$ cat config.mk
export PLATFORM = sky130hd
export DESIGN_NAME = ysyx_22050019_axi_rd_arbiter
export DESIGN_NICKNAME = d
export VERILOG_FILES = /design/src/rtl/ysyx_22050019_axi_rd_arbiter.sv
export SDC_FILE = /design/constraint.sdc
export NUM_CORES = 1
export LEC_CHECK = 0
export ABC_AREA = 0
export BUFFER_PORTS_ARGS = -buffer_cell sky130_fd_sc_hd__buf_2
export CAP_MARGIN = 20
export CORE_AREA = 4 4 195 197
export CTS_BUF_LIST = sky130_fd_sc_hd__clkbuf_8
export DETAILED_ROUTE_END_ITERATION = 8
export DIE_AREA = 0 0 199 201
export SYNTH_ARGS = -nofsm -noshare
export SYNTH_HDL_FRONTEND = slang
export SYNTH_SLANG_ARGS = --single-unit
$ cat constraint.sdc
create_clock -name clk -period 2.45 [get_ports clk]
set_input_delay 0.49 -clock clk [delete_from_list [all_inputs] [get_ports clk]]
set_output_delay 0.49 -clock clk [all_outputs]
set_load 0.1 [all_outputs]
$ cat src/rtl/ysyx_22050019_axi_rd_arbiter.sv
// Two-master AXI-lite read arbiter sharing one slave read port; one transaction in flight.
// Define ARB_RR_EN for round-robin tie breaking; otherwise the LSU (master 1) wins ties.
module ysyx_22050019_axi_rd_arbiter #(
  parameter int ADDR_W = 32,
  parameter int DATA_W = 128
) (
  input  logic              clk,
  input  logic              rst_n,
  input  logic              m0_ar_valid_i,
  output logic              m0_ar_ready_o,
  input  logic [ADDR_W-1:0] m0_ar_addr_i,
  output logic              m0_r_valid_o,
  input  logic              m0_r_ready_i,
  output logic [DATA_W-1:0] m0_r_data_o,
  output logic [1:0]        m0_r_resp_o,
  input  logic              m1_ar_valid_i,
  output logic              m1_ar_ready_o,
  input  logic [ADDR_W-1:0] m1_ar_addr_i,
  output logic              m1_r_valid_o,
  input  logic              m1_r_ready_i,
  output logic [DATA_W-1:0] m1_r_data_o,
  output logic [1:0]        m1_r_resp_o,
  output logic              s_ar_valid_o,
  input  logic              s_ar_ready_i,
  output logic [ADDR_W-1:0] s_ar_addr_o,
  input  logic              s_r_valid_i,
  output logic              s_r_ready_o,
  input  logic [DATA_W-1:0] s_r_data_i,
  input  logic [1:0]        s_r_resp_i,
  output logic [1:0]        grant_o,
  output logic              busy_o
);

  typedef enum logic [1:0] {IDLE, ADDR, DATA} state_t;

  state_t            state_q, state_d;
  logic [1:0]        grant_q, grant_d;
  logic [ADDR_W-1:0] addr_q, addr_d;
  logic              win1;
`ifdef ARB_RR_EN
  logic              last_q, last_d;
`endif

  always_comb begin
`ifdef ARB_RR_EN
    if (m0_ar_valid_i && m1_ar_valid_i) win1 = ~last_q;
    else                                win1 = m1_ar_valid_i;
`else
    win1 = m1_ar_valid_i;
`endif
  end

  always_comb begin
    state_d       = state_q;
    grant_d       = grant_q;
    addr_d        = addr_q;
`ifdef ARB_RR_EN
    last_d        = last_q;
`endif
    m0_ar_ready_o = 1'b0;
    m1_ar_ready_o = 1'b0;
    m0_r_valid_o  = 1'b0;
    m1_r_valid_o  = 1'b0;
    s_r_ready_o   = 1'b0;
    case (state_q)
      IDLE: begin
        // Ready is gated by reset so a request held across reset is not acknowledged.
        if ((m0_ar_valid_i || m1_ar_valid_i) && !rst_n) begin
          m0_ar_ready_o = ~win1;
          m1_ar_ready_o = win1;
          addr_d        = win1 ? m1_ar_addr_i : m0_ar_addr_i;
          grant_d       = win1 ? 2'b10 : 2'b01;
`ifdef ARB_RR_EN
          last_d        = win1;
`endif
          state_d       = ADDR;
        end
      end
      ADDR: begin
        if (s_ar_ready_i) state_d = DATA;
      end
      DATA: begin
        m0_r_valid_o = grant_q[0] & s_r_valid_i;
        m1_r_valid_o = grant_q[1] & s_r_valid_i;
        s_r_ready_o  = (grant_q[0] & m0_r_ready_i) | (grant_q[1] & m1_r_ready_i);
        if (s_r_valid_i && s_r_ready_o) begin
          state_d = IDLE;
          grant_d = 2'b00;
        end
      end
      default: begin
        state_d = IDLE;
        grant_d = 2'b00;
      end
    endcase
  end

  always_ff @(posedge clk or posedge rst_n) begin
    if (rst_n) begin
      state_q <= IDLE;
      grant_q <= 2'b00;
      addr_q  <= '0;
`ifdef ARB_RR_EN
      last_q  <= 1'b1;
`endif
    end else begin
      state_q <= state_d;
      grant_q <= grant_d;
      addr_q  <= addr_d;
`ifdef ARB_RR_EN
      last_q  <= last_d;
`endif
    end
  end

  assign s_ar_valid_o = (state_q == ADDR);
  assign s_ar_addr_o  = addr_q;
  assign grant_o      = grant_q;
  assign busy_o       = (state_q != IDLE);
  assign m0_r_data_o  = s_r_data_i;
  assign m0_r_resp_o  = s_r_resp_i;
  assign m1_r_data_o  = s_r_data_i;
  assign m1_r_resp_o  = s_r_resp_i;

endmodule

==> run_results.csv <==
group,metric,value,unit
status,run_status,"completed",
worst_setup_path,critical_path_peak_fanout,7,
cts,post-cts-setup-buffers,0,
sta,maxClockFrequency,441,MHz
sta,final_min_period_over_clock_period,92.6,%
worst_setup_path,cp-endpoint,"s_r_ready_o",
worst_setup_path,crit_path_max_incr_delay,530,ps
route,drt_first_pass_iters,2,
worst_setup_path,worst_ep_required_time,1960,ps
sta,rsz0062_at_grt,"false",
layout,syn_to_final_growth,-18.9,%
power_and_ir_drop,p_leak,1.38,nW
yosys,synthArstFlopShare,100,%
yosys,ys_types,25,
worst_setup_path,critPathSlowestCell,"dfrtp_1",
route,wire_per_inst,17.4,um
worst_setup_path,crit_chain,"nor2b_1 -> inv_1 -> nor2_4 -> buf_2",
worst_setup_path,rrSetupSlack,740,ps
route,route.detailed.drc,0,
worst_setup_path,worst_r2r_path_depth,4,
sta,totalNegativeSetupSlack,0,ps
route,drtIter0Drc,37,
cts,clock_latency,310,ps
yosys,yosysWarnings,0,
yosys,synth.cell_area,3950,um^2
place,finalWeightedCongestion,0.728,
route,route.vias.total,1844,
layout,share_of_final_layout_standard_cells_stronger_than_drive_strength_1,77.3,%
grt,largest_net_degree_at_the_start_of_global_routing,37,
sta,hold_violations,0,
worst_setup_path,worstReg2RegStart,"state_q[1]",
grt,gr-usage-all-layers,5.86,%
power_and_ir_drop,design_power_total,0.00510,W
layout,antennaDiodeCount,0,
floorplan,placeableCoreArea,36300,um^2
floorplan,die_area,40000,um^2
cts,cts_buffers,5,
route,route.final.wire_length,12500,um
worst_setup_path,critical_path_arrival,1780,ps
sta,slew_viol_final,0,
sta,min_period,2270,ps
place,dp_hpwl,10900,um
layout,footprint_of_the_multi_input_gates,1000,um^2
layout,final-seq-area,901,um^2
sta,setup_viol,0,
layout,most_common_cell_after_layout_fill_and_taps_aside,"buf_2",
sta,slew_headroom,45.9,%
power_and_ir_drop,vdd_ir_max,0.803,mV
job,cap_viol_max_count,0,
yosys,synth.ff_latch_count,36,
worst_setup_path,setup.worst_path.end_class,"primary output",
sta,fin_worst_skew,8.06,ps
worst_setup_path,critical_path.startpoint_type,"register",
layout,layout.filler_cells,4255,
cts,clk_root_buffer_cell,"clkbuf_8",
grt,initial_antenna_violation_count,0,
worst_setup_path,cp-startpoint,"state_q[1]",
worst_setup_path,r2r-end,"s_ar_addr_o[16]",
cts,holdBufCountCts,0,
route,vias_per_cell,2.56,
yosys,synth_fp_nets,597,
grt,grt_remaining_overflow,0,
layout,nNetsFinal,452,
floorplan,floorplan.initialDensity,10.9,%
worst_hold_path,holdCritPathClass,"input port to async pin",
worst_setup_path,setup_crit_path_kind,"register to primary output",
cts,post_cts_resized,0,
floorplan,die_width,199,um
yosys,synth_cells,395,
floorplan,floorplan.rows,70,
layout,layout_common_cells,"buf_2 (111), dfrtp_1 (36), mux2_2 (35)",
yosys,synth_sequential_area_ratio,22.8,%
floorplan,die_h,201,um
yosys,syn_area_per_cell,9.99,um^2
place,count_of_buffers_from_port_buffering,112,
floorplan,top_ports,503,
grt,via_count_of_the_first_global_routing_pass,2035,
yosys,ys_dominant_reg_cell,"dfrtp_1",
cts,path_clk_slew,90,ps
cts,tritoncts_num_sinks,36,
sta,tightest_slew,811,ps
cts,cts-htree-levels,2,
power_and_ir_drop,power.density_cell_area,1590,nW/um^2
cts,tritoncts_clock_tree,"yes",
cts,cts.path.max_buffers,2,
grt,grt_first_pass_wirelength,16000,um
yosys,number_of_enable_flip_flop_cells_after_synthesis,0,
route,ant_nets,0,
[flip-flops by register name, summed over array words and instances, names as in the netlist]
register	flops
grant_o	2
s_ar_addr_o	32
state_q	2
[how the worst min path moves through the flow]
stage	startpoint	to	slack [ps]	depth (start not counted)
detailed placement	s_ar_addr_o[21]	s_ar_addr_o[21]	490	1
finish	rst_n	s_ar_addr_o[16]	380	2
global placement	s_ar_addr_o[16]	s_ar_addr_o[16]	490	1
CTS	s_ar_ready_i	state_q[1]	390	3
floorplan	s_ar_ready_i	state_q[1]	610	2
global route	s_ar_ready_i	state_q[1]	420	3
[power by group]
part	switching [W]	total (W)	internal (W)
sequential	0.000208	0.00110	0.000894
clock	0.000267	0.000469	0.000202
combinational	0.00277	0.00353	0.000761
total	0.00324	0.00510	0.00186
[kinds of logic after synthesis]
| logic type | count (synthesis) | share of synthesized area [%] |
|---|---|---|
| muxes | 64 | 21.0 |
| AOI/OAI and AO/OA | 8 | 1.43 |
| DFF | 36 | 22.8 |
| buffers and inverters | 273 | 52.5 |
| and+or+nand+nor | 14 | 2.28 |
[critical path, delay by kind of cell (launching register included)]
family,cells,cell delay [ps]
DFF,1,530
and+or+nand+nor,2,380
buffers and inverters,2,560
[cell usage after synthesis (2+ instances only)]
master   number  area (um^2)
nand2_1       2         7.51
buf_4       261         1960
o21ai_0       2         10.0
mux2_2       35          394
mux2_4       29          435
buf_12        3         60.1
and3_1        2         12.5
buf_6         2         22.5
inv_1         5         18.8
buf_2         2         10.0
dfrtp_1      36          901
nor2_1        2         7.51
nor2b_1       2         12.5
[metal layers]
| metal | global-route usage (%) | up-vias | routed length, um |
|---|---|---|---|
| li1 | - | 708 | - |
| met4 | 5.30 | 2 | 1170 |
| met2 | 8.24 | 299 | 5260 |
| met5 | 0.617 | - | 34 |
| met1 | 4.34 | 743 | 3100 |
| met3 | 6.16 | 92 | 2930 |
[metrics by stage]
stage / area [um^2] / instances / setup slack (ps) / hold slack, ps / utilization (%)
CTS: 3200 / 719 / 165 / 394 / 8.83
floorplan: 3970 / 395 / 95.3 / 607 / -
detailed placement: 3110 / 711 / 548 / 490 / 8.58
finish: 3200 / 719 / 181 / 384 / 8.83
global placement: 3110 / 711 / 566 / 489 / 8.58
global route: 3200 / 719 / 81.4 / 416 / 8.83
[layout make-up]
type                            instances  share of cell area (%)
Clock buffer                            5                    2.15
Clock inverter                          3                   0.742
Inverter                                5                   0.586
Multi-Input combinational cell         86                    31.2
Sequential cell                        36                    28.1
Tap cell                              468                    18.3
Timing Repair Buffer                  116                    18.9
Power figures use the tool's default switching activity.
